**src/rtl/alu_pkg.sv**
```systemverilog
// Shared ALU datapath definitions: default adder geometry, adder FSM states, word type.
// Used by add_16_seq, its interface and its bench (ADD_SUB_MODE_EN does not change this file).
package alu_pkg;

    localparam int WIDTH_DEF = 16;
    localparam int SLICE_DEF = 4;

    typedef enum logic [1:0] {
        IDLE,
        CALC,
        DONE
    } add_state_t;

    typedef logic [15:0] word_t;

    // Slice index width; a single-slice adder still needs a 1-bit index.
    function automatic int idx_width(input int nslice);
        return (nslice > 1) ? $clog2(nslice) : 1;
    endfunction

endpackage

```
**src/rtl/add_16_seq_if.sv**
```systemverilog
// Operand/result handshake bundle for add_16_seq: master is the ALU sequencer, slave is the adder.
// Optional macro ADD_SUB_MODE_EN adds the sub select line.
interface add_16_seq_if
    import alu_pkg::*;
#(
    parameter int WIDTH = WIDTH_DEF
) ();

    logic             in_valid;
    logic             in_ready;
    logic [WIDTH-1:0] a;
    logic [WIDTH-1:0] b;
    logic             cin;
`ifdef ADD_SUB_MODE_EN
    logic             sub;
`endif
    logic             out_valid;
    logic             out_ready;
    logic [WIDTH-1:0] sum;
    logic             cout;
    logic             ovf;
    logic             zero;

`ifdef ADD_SUB_MODE_EN
    modport master (
        output in_valid, a, b, cin, sub, out_ready,
        input  in_ready, out_valid, sum, cout, ovf, zero
    );
    modport slave (
        input  in_valid, a, b, cin, sub, out_ready,
        output in_ready, out_valid, sum, cout, ovf, zero
    );
`else
    modport master (
        output in_valid, a, b, cin, out_ready,
        input  in_ready, out_valid, sum, cout, ovf, zero
    );
    modport slave (
        input  in_valid, a, b, cin, out_ready,
        output in_ready, out_valid, sum, cout, ovf, zero
    );
`endif

endinterface

```
**src/rtl/add_16_seq_nibble_adder.sv**
```systemverilog
// Combinational SLICE-bit ripple adder; c_msb is the carry into the top bit, used for signed overflow.
// Not affected by ADD_SUB_MODE_EN.
module nibble_adder #(
    parameter int SLICE = 4
) (
    input  logic [SLICE-1:0] a,
    input  logic [SLICE-1:0] b,
    input  logic             cin,
    output logic [SLICE-1:0] s,
    output logic             cout,
    output logic             c_msb
);

    logic [SLICE:0] c;

    always_comb begin
        c    = '0;
        s    = '0;
        c[0] = cin;
        for (int i = 0; i < SLICE; i++) begin
            s[i]   = a[i] ^ b[i] ^ c[i];
            c[i+1] = (a[i] & b[i]) | (c[i] & (a[i] ^ b[i]));
        end
    end

    assign cout  = c[SLICE];
    assign c_msb = c[SLICE-1];

endmodule

```
**src/rtl/add_16_seq.sv**
```systemverilog
// Slice-serial WIDTH-bit adder: one SLICE-bit slice per clock through a shared nibble_adder.
// Define ADD_SUB_MODE_EN to add the sub input (a - b - cin, cout reported as borrow).
module add_16_seq
    import alu_pkg::*;
#(
    parameter int WIDTH = WIDTH_DEF,
    parameter int SLICE = SLICE_DEF
) (
    input  logic         clk,
    input  logic         rst,
    add_16_seq_if.slave  bus
);

    localparam int NSLICE = WIDTH / SLICE;
    localparam int IDX_W  = idx_width(NSLICE);
    localparam logic [IDX_W-1:0] IDX_LAST = IDX_W'(NSLICE - 1);

    add_state_t       state_q;
    logic [IDX_W-1:0] idx_q;
    logic             carry_q;
    logic             out_valid_q;
    logic [WIDTH-1:0] sum_q;
    logic             cout_q;
    logic             ovf_q;
    logic             zero_q;

    logic [WIDTH-1:0] a_q;
    logic [WIDTH-1:0] b_q;
    logic [WIDTH-1:0] res_q;
    logic [WIDTH-1:0] res_d;

    logic [WIDTH-1:0] b_in;
    logic             cin_in;
    logic [SLICE-1:0] sl_a;
    logic [SLICE-1:0] sl_b;
    logic [SLICE-1:0] sl_s;
    logic             sl_c;
    logic             sl_cmsb;
    logic             cout_rep;

`ifdef ADD_SUB_MODE_EN
    logic sub_q;

    // Subtraction is a + ~b + ~cin; the adder carry is the inverse of the borrow.
    assign b_in     = bus.sub ? ~bus.b : bus.b;
    assign cin_in   = bus.cin ^ bus.sub;
    assign cout_rep = sl_c ^ sub_q;
`else
    assign b_in     = bus.b;
    assign cin_in   = bus.cin;
    assign cout_rep = sl_c;
`endif

    assign sl_a = a_q[idx_q*SLICE +: SLICE];
    assign sl_b = b_q[idx_q*SLICE +: SLICE];

    nibble_adder #(
        .SLICE (SLICE)
    ) u_slice (
        .a     (sl_a),
        .b     (sl_b),
        .cin   (carry_q),
        .s     (sl_s),
        .cout  (sl_c),
        .c_msb (sl_cmsb)
    );

    always_comb begin
        res_d = res_q;
        res_d[idx_q*SLICE +: SLICE] = sl_s;
    end

    assign bus.in_ready  = (state_q == IDLE);
    assign bus.out_valid = out_valid_q;
    assign bus.sum       = sum_q;
    assign bus.cout      = cout_q;
    assign bus.ovf       = ovf_q;
    assign bus.zero      = zero_q;

    // Operand and partial-result storage carries no reset; the FSM decides when it is meaningful.
    always_ff @(posedge clk) begin
        if (state_q == IDLE && bus.in_valid) begin
            a_q   <= bus.a;
            b_q   <= b_in;
            res_q <= '0;
        end else if (state_q == CALC) begin
            res_q <= res_d;
        end
    end

    always_ff @(posedge clk or posedge rst) begin
        if (rst) begin
            state_q     <= IDLE;
            idx_q       <= '0;
            carry_q     <= 1'b0;
            out_valid_q <= 1'b0;
            sum_q       <= '0;
            cout_q      <= 1'b0;
            ovf_q       <= 1'b0;
            zero_q      <= 1'b0;
`ifdef ADD_SUB_MODE_EN
            sub_q       <= 1'b0;
`endif
        end else begin
            case (state_q)
                IDLE: begin
                    if (bus.in_valid) begin
                        carry_q <= cin_in;
                        idx_q   <= '0;
`ifdef ADD_SUB_MODE_EN
                        sub_q   <= bus.sub;
`endif
                        state_q <= CALC;
                    end
                end
                CALC: begin
                    carry_q <= sl_c;
                    if (idx_q == IDX_LAST) begin
                        // The final slice is folded in directly so the result lands with out_valid.
                        sum_q       <= res_d;
                        cout_q      <= cout_rep;
                        ovf_q       <= sl_cmsb ^ sl_c;
                        zero_q      <= (res_d == '0);
                        out_valid_q <= 1'b1;
                        state_q     <= DONE;
                    end else begin
                        idx_q <= idx_q + IDX_W'(1);
                    end
                end
                DONE: begin
                    if (bus.out_ready) begin
                        out_valid_q <= 1'b0;
                        state_q     <= IDLE;
                    end
                end
                default: state_q <= IDLE;
            endcase
        end
    end

endmodule
```
**src/flat_wrapper.sv**
```systemverilog
// flat-port wrapper written by rule: the top's interface ports become plain ports
module add_16_seq_flat import alu_pkg::*;
#(
    parameter int WIDTH = WIDTH_DEF,
    parameter int SLICE = SLICE_DEF
)
  (clk, rst, bus_in_valid, bus_a, bus_b, bus_cin, bus_out_ready, bus_in_ready, bus_out_valid, bus_sum, bus_cout, bus_ovf, bus_zero);
  add_16_seq_if #(.WIDTH(WIDTH)) bus_i ();
  input  logic clk;
  input  logic rst;
  input wire logic [$bits(bus_i.in_valid)-1:0] bus_in_valid;
  input wire logic [$bits(bus_i.a)-1:0] bus_a;
  input wire logic [$bits(bus_i.b)-1:0] bus_b;
  input wire logic [$bits(bus_i.cin)-1:0] bus_cin;
  input wire logic [$bits(bus_i.out_ready)-1:0] bus_out_ready;
  output wire logic [$bits(bus_i.in_ready)-1:0] bus_in_ready;
  output wire logic [$bits(bus_i.out_valid)-1:0] bus_out_valid;
  output wire logic [$bits(bus_i.sum)-1:0] bus_sum;
  output wire logic [$bits(bus_i.cout)-1:0] bus_cout;
  output wire logic [$bits(bus_i.ovf)-1:0] bus_ovf;
  output wire logic [$bits(bus_i.zero)-1:0] bus_zero;
  assign bus_i.in_valid = bus_in_valid;
  assign bus_i.a = bus_a;
  assign bus_i.b = bus_b;
  assign bus_i.cin = bus_cin;
  assign bus_i.out_ready = bus_out_ready;
  assign bus_in_ready = bus_i.in_ready;
  assign bus_out_valid = bus_i.out_valid;
  assign bus_sum = bus_i.sum;
  assign bus_cout = bus_i.cout;
  assign bus_ovf = bus_i.ovf;
  assign bus_zero = bus_i.zero;
  add_16_seq #(.WIDTH(WIDTH), .SLICE(SLICE)) u_core (.clk(clk), .rst(rst), .bus(bus_i));
endmodule
```
**config.mk**
```make
export PLATFORM = sky130hd
export DESIGN_NAME = add_16_seq_flat
export DESIGN_NICKNAME = d
export VERILOG_FILES = /design/src/rtl/alu_pkg.sv /design/src/rtl/add_16_seq_if.sv /design/src/rtl/add_16_seq_nibble_adder.sv /design/src/rtl/add_16_seq.sv /design/src/flat_wrapper.sv
export SDC_FILE = /design/constraint.sdc
export NUM_CORES = 1
export LEC_CHECK = 0
export CAP_MARGIN = 20
export CORE_MARGIN = 2
export CORE_UTILIZATION = 47
export CTS_BUF_LIST = sky130_fd_sc_hd__clkbuf_4 sky130_fd_sc_hd__clkbuf_8 sky130_fd_sc_hd__clkbuf_16
export CTS_CLUSTER_SIZE = 10
export DETAILED_ROUTE_END_ITERATION = 10
export HOLD_SLACK_MARGIN = 0.06
export PLACE_DENSITY = 0.83
export SYNTH_ARGS = -nofsm -noshare
export SYNTH_HDL_FRONTEND = slang
export SYNTH_HIERARCHICAL = 1
export SYNTH_SLANG_ARGS = --single-unit
```
**constraint.sdc**
```tcl
create_clock -name clk -period 3.4 [get_ports clk]
set_clock_uncertainty 0.15 [all_clocks]
set_input_delay 0.34 -clock clk [delete_from_list [all_inputs] [get_ports clk]]
set_output_delay 0.34 -clock clk [all_outputs]
set_load 0.02 [all_outputs]
```
==> impl_metrics.csv, run 1 <==
group,metric,value,unit
outcome,status,"completed",
finish,nets,381,
sta,finalSetupViolations,0,
power_and_ir_drop,finalPower,4.04,mW
placed_design,dpl_cell_area,3890,um2
power_and_ir_drop,p_per_area,976,nW/um2
global_routing,grt_pass1_vias,2216,
logic_synthesis,synth_compound_area_share,9.24,%
floorplanning,ios,58,
logic_synthesis,yosysMostFrequentCell,"edfxtp_1",
route,first_pass_iters,4,
logic_synthesis,synth_cells,269,
logic_synthesis,yosys-top-cells-count,"32 x edfxtp_1, 30 x nand2_1, 25 x dfrtp_1",
setup_path,path_class,"reg -> reg",
logic_synthesis,synth_area_leaders,"edfxtp_1 30%, dfrtp_1 19%, dfxtp_1 9.9%, mux4_2 5.6%, nand2_1 3.5%",
setup_path,worst-path-buf-inv,2,
setup_path,cp_max_fo,6,
clocking,cts_root_buf,"clkbuf_8",
route,wire_per_inst,14.8,um
setup_path,crit_family,"adder cells",
logic_synthesis,syn_nets,316,
sta,slew_viol_final,0,
finish,syn_to_final_growth,28.7,%
floorplanning,num_rows,30,
sta,min_period_over_period,98.4,%
floorplanning,dieHeight,86.8,um
logic_synthesis,synth_edf_count,32,
route,vias,2209,
logic_synthesis,syn_avg_cell_area,12.0,um2
sta,fmax,299,MHz
clocking,insertion_delay,0.35,ns
setup_path,r2r_start,"u_core/idx_q[0]",
logic_synthesis,synth-adder-area-share,4.82,%
clocking,cts_tree,"built",
global_routing,antenna_found_initial,0,
logic_synthesis,synth_mux_area_share,9.09,%
power_and_ir_drop,p_leak,1.62,nW
logic_synthesis,async_flop_share,34.2,%
hold_path,hold_class,"reg -> reg",
setup_path,worst_path_max_delay_cell,"mux4_2",
clocking,htreeDepth,3,
global_routing,grt-ovfl-total,0,
route,routed_wl,6190,um
placed_design,port_buffers,57,
clocking,clock_path_buffers,2,
setup_path,reg2reg_slack,0.06,ns
global_routing,track_usage,18.0,%
route,viasPerCell,5.27,
logic_synthesis,ys_seq_elements,73,
clocking,numCtsBuffers,9,
global_routing,grt_pass1_wl,10200,um
setup_path,cp-start-kind,"flop",
setup_path,path_common_cell,"fa_2",
logic_synthesis,synth_top_area_cell,"edfxtp_1",
setup_path,critPathMaxStageDelay,0.54,ns
setup_path,required,3.51,ns
clocking,path_clk_slew,0.08,ns
floorplanning,coreArea,6720,um2
logic_synthesis,synth_area,3220,um2
global_routing,grt_start_max_net_pins,38,
finish,stdcell_area,4150,um2
route,drc,0,
logic_synthesis,synth_top_family_by_area,"simple AND/OR/NAND/NOR gates",
route,ant_nets,0,
floorplanning,initial_utilization,48.0,%
placed_design,dp_hpwl,4440,um
finish,drive_gt1_share,14.7,%
floorplanning,die-area,7530,um2
route,drtIter0Drc,142,
sta,hold_viol_final,0,
floorplanning,die_w,86.8,um
setup_path,setup.worst_path.end_class,"flop",
sta,rsz0062_at_grt,"yes",
hold_path,worstHoldStart,"u_core/res_q[14]",
finish,diodes,0,
setup_path,worstPathCellList,"mux4_2 -> fa_2 -> inv_2 -> fa_2 -> fa_2 -> inv_2 -> fa_2 -> and3_4 -> mux2i_2 -> nand4_1 -> o31ai_1",
logic_synthesis,yosysWarnings,6,
sta,maxSlewHeadroom,57.4,%
logic_synthesis,ys_seq_area_share,59.2,%
clocking,cts_sinks,73,
setup_path,arrival,3.46,ns
sta,tightestPinTransition,0.639,ns
setup_path,crit_start,"u_core/idx_q[0]",
logic_synthesis,ys_types,37,
logic_synthesis,synth_top_area_share,29.8,%
sta,fin_crit,3.34,ns
run,maxCapViolations,0,
logic_synthesis,synth_top_flop_cell,"edfxtp_1",
placed_design,place.gp.congestion,0.869,
logic_synthesis,synth_xor_area_share,0.272,%
logic_synthesis,synth_simple_gate_area_share,13.9,%
power_and_ir_drop,peakVddDrop,0.000490,V
[power breakdown]
group	switching, mW	internal (mW)
registers	0.141	1.22
clock network	0.340	0.309
logic	1.15	0.884
total	1.64	2.41
[registers in the layout (all words and copies together), names as in the netlist]
register              count
u_core/a_q               16
u_core/b_q               16
u_core/bus.sum           16
u_core/res_q             16
u_core/idx_q              2
u_core/state_q            2
u_core/bus.cout           1
u_core/bus.out_valid      1
u_core/bus.ovf            1
u_core/bus.zero           1
u_core/carry_q            1
[worst reg2reg max path, delay by kind of cell (launching register included)]
| kind | cells | cell delay, ns |
|---|---|---|
| compound gates | 1 | 0.23 |
| fa+ha+maj | 4 | 1.31 |
| buf+inv | 2 | 0.11 |
| flops | 1 | 0.42 |
| mux | 2 | 0.71 |
| simple gates | 2 | 0.32 |
[area by class of cell]
class | count | area, um2
repair buffers | 68 | 676
inverters | 13 | 48.8
flip-flops and latches | 73 | 1910
well taps | 80 | 100
fillers | 555 | 2570
multi-input cells | 169 | 1220
clock inverters | 6 | 40.0
clock buffers | 10 | 149
[final timing paths]
check	end	cells after the start
min in group asynchronous	u_core/bus.sum[5]	3
max reg2reg	u_core/bus.zero	11
max in group asynchronous	u_core/idx_q[0]	4
min reg2reg	u_core/res_q[14]	2
max	u_core/bus.zero	11
min	u_core/res_q[14]	2
[metrics by stage]
stage	hold WS (ns)	util, %	std cells	setup WS, ns	setup TNS, ns
after floorplan	0.217	-	269	0.0299	0
after global placement	0.295	57.9	400	0.123	0
after detailed placement	0.306	57.9	400	0.0109	0
after CTS	0.317	60.9	417	0.00591	0
after global routing	0.353	61.7	419	-0.0614	-0.0614
final	0.330	61.7	419	0.0552	0
[what timing repair did]
item                                    4_1_cts  5_1_grt
endpoints found under the setup margin        1        1
hold endpoints to repair                      0        2
pin swaps                                     0        4
hold buffers                                  0        1
setup buffers                                 1        1
gates resized for setup                       0        8
[cell usage in the layout, fill, tap and decap left out, types with 2 or more instances in the layout]
master and count:
clkdlybuf4s50_1 57, edfxtp_1 32, nand2_1 30, dfrtp_1 24
nor2_1 23, o21ai_0 22, dfxtp_1 16, nor2b_1 14
inv_1 11, clkbuf_8 9, buf_4 9, mux2i_1 8
a21oi_1 8, mux4_2 8, a211oi_1 7, ha_1 6
a31oi_1 5, nand3_1 4, a22oi_1 4, fa_2 4
clkinv_2 3, and2_1 3, a41oi_1 2, nand4_1 2
mux2_2 2, and3_1 2, inv_2 2
[kinds of logic (layout without fill, tap and decap cells)]
group | after synthesis | after routing
compound gates | 50 | 50
xor+xnor | 1 | 1
buf+inv | 27 | 97
mux | 19 | 19
flops | 73 | 73
fa+ha+maj | 10 | 10
simple gates | 89 | 89
[layer usage]
| layer | wire length [um] | vias to the layer above | global-route usage (%) | part of all wire [%] |
|---|---|---|---|---|
| li1 | - | 1090 | - | - |
| met1 | 2640 | 1054 | 21.1 | 43 |
| met2 | 3200 | 58 | 30.9 | 52 |
| met3 | 279 | 7 | 5.52 | 4.5 |
| met4 | 74 | 0 | 6.82 | 1.2 |
| met5 | 0 | - | 0 | 0 |
Power figures use the tool's default switching activity.
==> inputs of run 2 (changes only) <==
--- a/config.mk
+++ b/config.mk
@@ -7,12 +7,11 @@
 export LEC_CHECK = 0
 export CAP_MARGIN = 20
 export CORE_MARGIN = 2
-export CORE_UTILIZATION = 47
-export CTS_BUF_LIST = sky130_fd_sc_hd__clkbuf_4 sky130_fd_sc_hd__clkbuf_8 sky130_fd_sc_hd__clkbuf_16
-export CTS_CLUSTER_SIZE = 10
+export CORE_UTILIZATION = 49
+export CTS_BUF_LIST = sky130_fd_sc_hd__clkbuf_4 sky130_fd_sc_hd__clkbuf_8
 export DETAILED_ROUTE_END_ITERATION = 10
 export HOLD_SLACK_MARGIN = 0.06
-export PLACE_DENSITY = 0.83
+export PLACE_DENSITY = 0.74
 export SYNTH_ARGS = -nofsm -noshare
 export SYNTH_HDL_FRONTEND = slang
 export SYNTH_HIERARCHICAL = 1
==> run 2 against run 1 <==
Against the previous run: cell area increased by 0.63%; clock power grew 11%; maximum frequency fell by 0.63%; register-to-register slack worse by 0.02 ns; non-clock buffer count grew 1; hold slack worse by 0.21 ns; global-route usage increased by 0.72 points; sequential share of layout area decreased by 0.29 points; clock-buffer cell count did not move; largest power group unchanged.
==> impl_metrics.csv, run 2 (synthesis gave the netlist of run 1 again) <==
group,metric,value,unit
global_routing,grt_pass1_vias,2182,
sta,fin_crit,3.37,ns
clocking,cts_sinks,73,
route,drc,0,
floorplanning,dieHeight,85.1,um
clocking,cts_tree,"built",
finish,fill_cells,498,
clocking,cts_root_buf,"clkbuf_8",
route,viasPerCell,5.37,
route,ant_nets,0,
setup_path,reg2reg_depth,11,
sta,setup_tns,0,ns
route,wire_per_inst,15.2,um
route,first_pass_iters,5,
power_and_ir_drop,peakVddDrop,0.000597,V
placed_design,dp_hpwl,4540,um
power_and_ir_drop,p_per_area,1000,nW/um2
finish,syn_to_final_growth,29.5,%
setup_path,path_class,"reg -> reg",
setup_path,cp-start-kind,"flop",
setup_path,r2r-end,"u_core/bus.zero",
route,routed_wl,6340,um
power_and_ir_drop,finalPower,4.17,mW
setup_path,required,3.50,ns
floorplanning,ios,58,
setup_path,reg2reg_slack,0.03,ns
finish,mostFrequentLayoutCell,"clkdlybuf4s50_1",
global_routing,grt_pass1_wl,10400,um
placed_design,place.gp.congestion,0.861,
global_routing,grt_start_max_net_pins,36,
sta,rsz0062_at_grt,"yes",
finish,nets,382,
setup_path,r2r_start,"u_core/idx_q[0]",
finish,drive_gt1_share,15.3,%
floorplanning,die-area,7240,um2
sta,min_period_over_period,99.0,%
hold_path,hold_class,"in -> async",
clocking,htreeDepth,3,
floorplanning,num_rows,29,
clocking,path_clk_slew,0.07,ns
sta,hold_viol_final,0,
setup_path,arrival,3.46,ns
setup_path,cp_max_fo,6,
floorplanning,coreArea,6350,um2
floorplanning,initial_utilization,50.7,%
sta,final.setup.worst_slack,0.0339,ns
route,drtIter0Drc,155,
clocking,ctsHoldBuffers,0,
clocking,clock_path_buffers,2,
sta,slew_viol_final,0,
floorplanning,die_w,85.1,um
global_routing,track_usage,18.7,%
clocking,numCtsBuffers,9,
placed_design,port_buffers,57,
sta,tightestPinTransition,0.797,ns
global_routing,antenna_found_initial,0,
sta,finalSetupViolations,0,
power_and_ir_drop,p_leak,1.64,nW
setup_path,setup.worst_path.end_class,"flop",
route,vias,2239,
sta,maxSlewHeadroom,46.9,%
outcome,status,"completed",
sta,fmax,297,MHz
finish,final_cell_mix,"57 x clkdlybuf4s50_1, 32 x edfxtp_1, 30 x nand2_1, 24 x dfrtp_1, 23 x nor2_1",
placed_design,place_ws,-0.0656,ns
clocking,insertion_delay,0.34,ns
run,maxCapViolations,0,
global_routing,grt-ovfl-total,0,
finish,diodes,0,
run 2: cell types whose count changed in the layout (fill, tap and decap cells not counted), sizes merged:
| cell | change |
|---|---|
| dlygate4sd3 | -1 |
| bufinv | +2 |
| inv | -1 |
| clkinv | -1 |
| buf | +2 |
run 2: how the worst max path moves through the flow:
stage,startpoint,depth (start not counted),end,slack (ns)
after floorplan,u_core/idx_q[0],12,u_core/bus.zero,0.03
after global placement,u_core/idx_q[0],11,u_core/bus.zero,0.05
after detailed placement,u_core/idx_q[0],11,u_core/bus.zero,-0.07
after CTS,u_core/idx_q[0],11,u_core/bus.zero,0.02
after global routing,u_core/idx_q[0],11,u_core/bus.zero,-0.09
final,u_core/idx_q[0],11,u_core/bus.zero,0.03
run 2: stage by stage:
stage	utilization, %	cells	hold slack, ns	cell area (um2)
after floorplan	-	269	0.217	3230
after global placement	61.2	397	0.291	3890
after detailed placement	61.2	397	0.305	3890
after CTS	64.8	414	0.316	4110
after global routing	65.7	417	0.121	4170
final	65.7	417	0.125	4170
run 2: layout make-up:
class | count | area (um2) | share of cell area [%]
timing repair buffer | 69 | 681 | 16.3
inverter | 13 | 48.8 | 1.17
sequential | 73 | 1910 | 45.7
clock buffer | 10 | 131 | 3.15
clock inverter | 6 | 82.6 | 1.98
tap | 77 | 96.3 | 2.31
multi-input combinational | 169 | 1220 | 29.3
run 2: routing by layer:
| layer | share of wire (%) | global-route usage, % | wire length (um) | up-vias |
|---|---|---|---|---|
| met4 | 2.9 | 8.66 | 182 | 0 |
| met1 | 43 | 23.8 | 2720 | 1063 |
| met3 | 5.2 | 5.54 | 329 | 19 |
| met5 | 0 | 0 | 0 | - |
| li1 | - | - | - | 1082 |
| met2 | 49 | 29.5 | 3110 | 75 |
run 2: repair_timing:
| action | in CTS | in global routing |
|---|---|---|
| buffers inserted | 1 | 2 |
| resized for setup | 1 | 7 |
| setup endpoints to repair | 1 | 1 |
| pin swaps | 0 | 5 |
run 2: power breakdown:
group / switching [mW] / total [mW] / internal (mW) / leakage (nW)
Clock: 0.306 / 0.723 / 0.417 / 0.109
Combinational: 1.19 / 2.09 / 0.901 / 0.775
Sequential: 0.135 / 1.35 / 1.22 / 0.753
run 2: critical path: stages, from the launching register on:
cell     delay (ns)
dfrtp_2        0.41
mux4_2         0.53
fa_2           0.40
inv_2          0.07
fa_2           0.21
fa_2           0.21
inv_2          0.05
fa_2           0.50
and3_4         0.20
mux2i_2        0.17
nand4_1        0.13
o31ai_1        0.25
==> inputs of run 3 (changes only) <==
--- a/config.mk
+++ b/config.mk
@@ -11,7 +11,8 @@
 export CTS_BUF_LIST = sky130_fd_sc_hd__clkbuf_4 sky130_fd_sc_hd__clkbuf_8
 export DETAILED_ROUTE_END_ITERATION = 10
 export HOLD_SLACK_MARGIN = 0.06
-export PLACE_DENSITY = 0.74
+export PLACE_DENSITY = 0.77
+export SKIP_CTS_REPAIR_TIMING = 1
 export SYNTH_ARGS = -nofsm -noshare
 export SYNTH_HDL_FRONTEND = slang
 export SYNTH_HIERARCHICAL = 1
==> run 3 against run 2 <==
Against the previous run: first-iteration DRC count fell by 23%; clock power fell by 4.0%; sequential cell count did not move; critical endpoint unchanged; worst setup slack improved by 0.051 ns; largest cell class unchanged; total power fell by 2.3%; sequential share of layout area rose by 0.46 points; register-to-register slack improved by 0.05 ns; maximum frequency rose by 1.5%.
==> impl_metrics.csv, run 3 (synthesis gave the netlist of run 1 again) <==
group,metric,value,unit
clocking,cts_sinks,73,
route,viasPerCell,5.29,
clocking,path_clk_slew,0.08,ns
setup_path,setup.worst_path.end_class,"flop",
run,maxCapViolations,0,
clocking,cts_tree,"built",
power_and_ir_drop,switching_share,40.2,%
floorplanning,coreArea,6350,um2
sta,fmax,302,MHz
power_and_ir_drop,p_per_area,986,nW/um2
clocking,numCtsBuffers,9,
finish,nets,381,
global_routing,track_usage,18.4,%
route,ant_nets,0,
sta,maxSlewHeadroom,49.4,%
finish,syn_to_final_growth,28.2,%
setup_path,cp_max_fo,6,
clocking,clock_path_buffers,2,
clocking,insertion_delay,0.35,ns
route,wire_per_inst,14.7,um
route,first_pass_iters,5,
power_and_ir_drop,p_leak,1.62,nW
global_routing,grt_pass1_vias,2231,
global_routing,grt_pass1_wl,10200,um
sta,hold_viol_final,0,
sta,rsz0062_at_grt,"yes",
sta,slew_viol_final,0,
global_routing,grt_start_max_net_pins,36,
outcome,status,"completed",
floorplanning,die_w,85.1,um
placed_design,dp_hpwl,4280,um
route,routed_wl,6110,um
setup_path,cp-start-kind,"flop",
setup_path,path_class,"reg -> reg",
sta,min_period_over_period,97.5,%
clocking,cts_root_buf,"clkbuf_8",
finish,final_cells,416,
power_and_ir_drop,power_switching,1.64,mW
route,drtIter0Drc,120,
setup_path,required,3.51,ns
placed_design,place.gp.congestion,0.869,
sta,fin_crit,3.32,ns
floorplanning,num_rows,29,
finish,drive_gt1_share,13.9,%
clocking,htreeDepth,3,
floorplanning,initial_utilization,50.7,%
route,vias,2200,
finish,mostFrequentLayoutCell,"clkdlybuf4s50_1",
power_and_ir_drop,clkPwrFrac,17.0,%
global_routing,grt-ovfl-total,0,
route,drc,0,
setup_path,reg2reg_slack,0.08,ns
floorplanning,dieHeight,85.1,um
placed_design,port_buffers,57,
finish,final_cell_mix,"57 x clkdlybuf4s50_1, 32 x edfxtp_1, 30 x nand2_1, 24 x dfrtp_1, 23 x nor2_1",
placed_design,placedCellCount,397,
sta,whs,0.137,ns
power_and_ir_drop,peakVddDrop,0.000578,V
floorplanning,die-area,7240,um2
global_routing,antenna_found_initial,0,
sta,tightestPinTransition,0.758,ns
power_and_ir_drop,comb_power_share,49.8,%
power_and_ir_drop,p_int,2.44,mW
hold_path,hold_class,"in -> async",
finish,fill_cells,502,
floorplanning,ios,58,
setup_path,arrival,3.42,ns
power_and_ir_drop,seqPwrFrac,33.2,%
sta,finalSetupViolations,0,
finish,diodes,0,
## run 3: critical path, cell delays in order (launching register included)
cell     delay, ns
dfrtp_2       0.42
mux4_2        0.53
fa_1          0.43
inv_1         0.08
fa_1          0.18
fa_1          0.18
inv_2         0.05
fa_2          0.51
and3_4        0.21
mux2i_2       0.17
nand4_1       0.12
o31ai_1       0.21
## run 3: layout make-up
| type | instances | area [um2] | area share [%] |
|---|---|---|---|
| Clock buffer | 9 | 124 | 3.00 |
| Clock inverter | 7 | 76.3 | 1.85 |
| Inverter | 13 | 48.8 | 1.18 |
| Tap cell | 77 | 96.3 | 2.33 |
| Sequential cell | 73 | 1910 | 46.2 |
| Multi-Input combinational cell | 169 | 1220 | 29.4 |
| Timing Repair Buffer | 68 | 661 | 16.0 |
## run 3: final timing paths
kind | from | to | cells past startpoint
worst min-delay path | rst | u_core/bus.sum[11] | 2
max in group asynchronous | rst | u_core/idx_q[0] | 3
worst min register to register | u_core/bus.sum[5] | u_core/bus.sum[5] | 2
worst max register to register | u_core/idx_q[0] | u_core/bus.zero | 11
min in group clk | u_core/bus.sum[5] | u_core/bus.sum[5] | 2
worst max-delay path | u_core/idx_q[0] | u_core/bus.zero | 11
## run 3: routing by layer
| layer | up-vias | GRT usage [%] | wire length [um] |
|---|---|---|---|
| li1 | 1088 | - | - |
| met5 | - | 0 | 0 |
| met1 | 1033 | 21.9 | 2540 |
| met2 | 67 | 31.8 | 3160 |
| met4 | 0 | 7.07 | 119 |
| met3 | 12 | 5.06 | 284 |
## run 3: metrics by stage
| step | cell area (um2) | utilization [%] | setup slack [ns] | power, mW | TNS, ns |
|---|---|---|---|---|---|
| 6_report | 4130 | 65.0 | 0.0846 | 4.07 | 0 |
| 2_1_floorplan | 3230 | - | 0.0299 | 2.71 | 0 |
| 3_5_place_dp | 3890 | 61.2 | 0.000878 | 3.34 | 0 |
| 4_1_cts | 4090 | 64.4 | -0.0292 | 4.05 | -0.0292 |
| 3_3_place_gp | 3890 | 61.2 | 0.0879 | 3.30 | 0 |
| 5_1_grt | 4130 | 65.0 | -0.0239 | 4.36 | -0.0239 |
## run 3: power by group through the flow
stage          logic [mW]  registers [mW]  clock network, mW
5_1_grt              2.22            1.39              0.752
3_5_place_dp         1.96            1.38                  0
3_3_place_gp         1.93            1.37                  0
4_1_cts              1.98            1.36              0.710
2_1_floorplan        1.24            1.47                  0
6_report             2.03            1.35              0.694
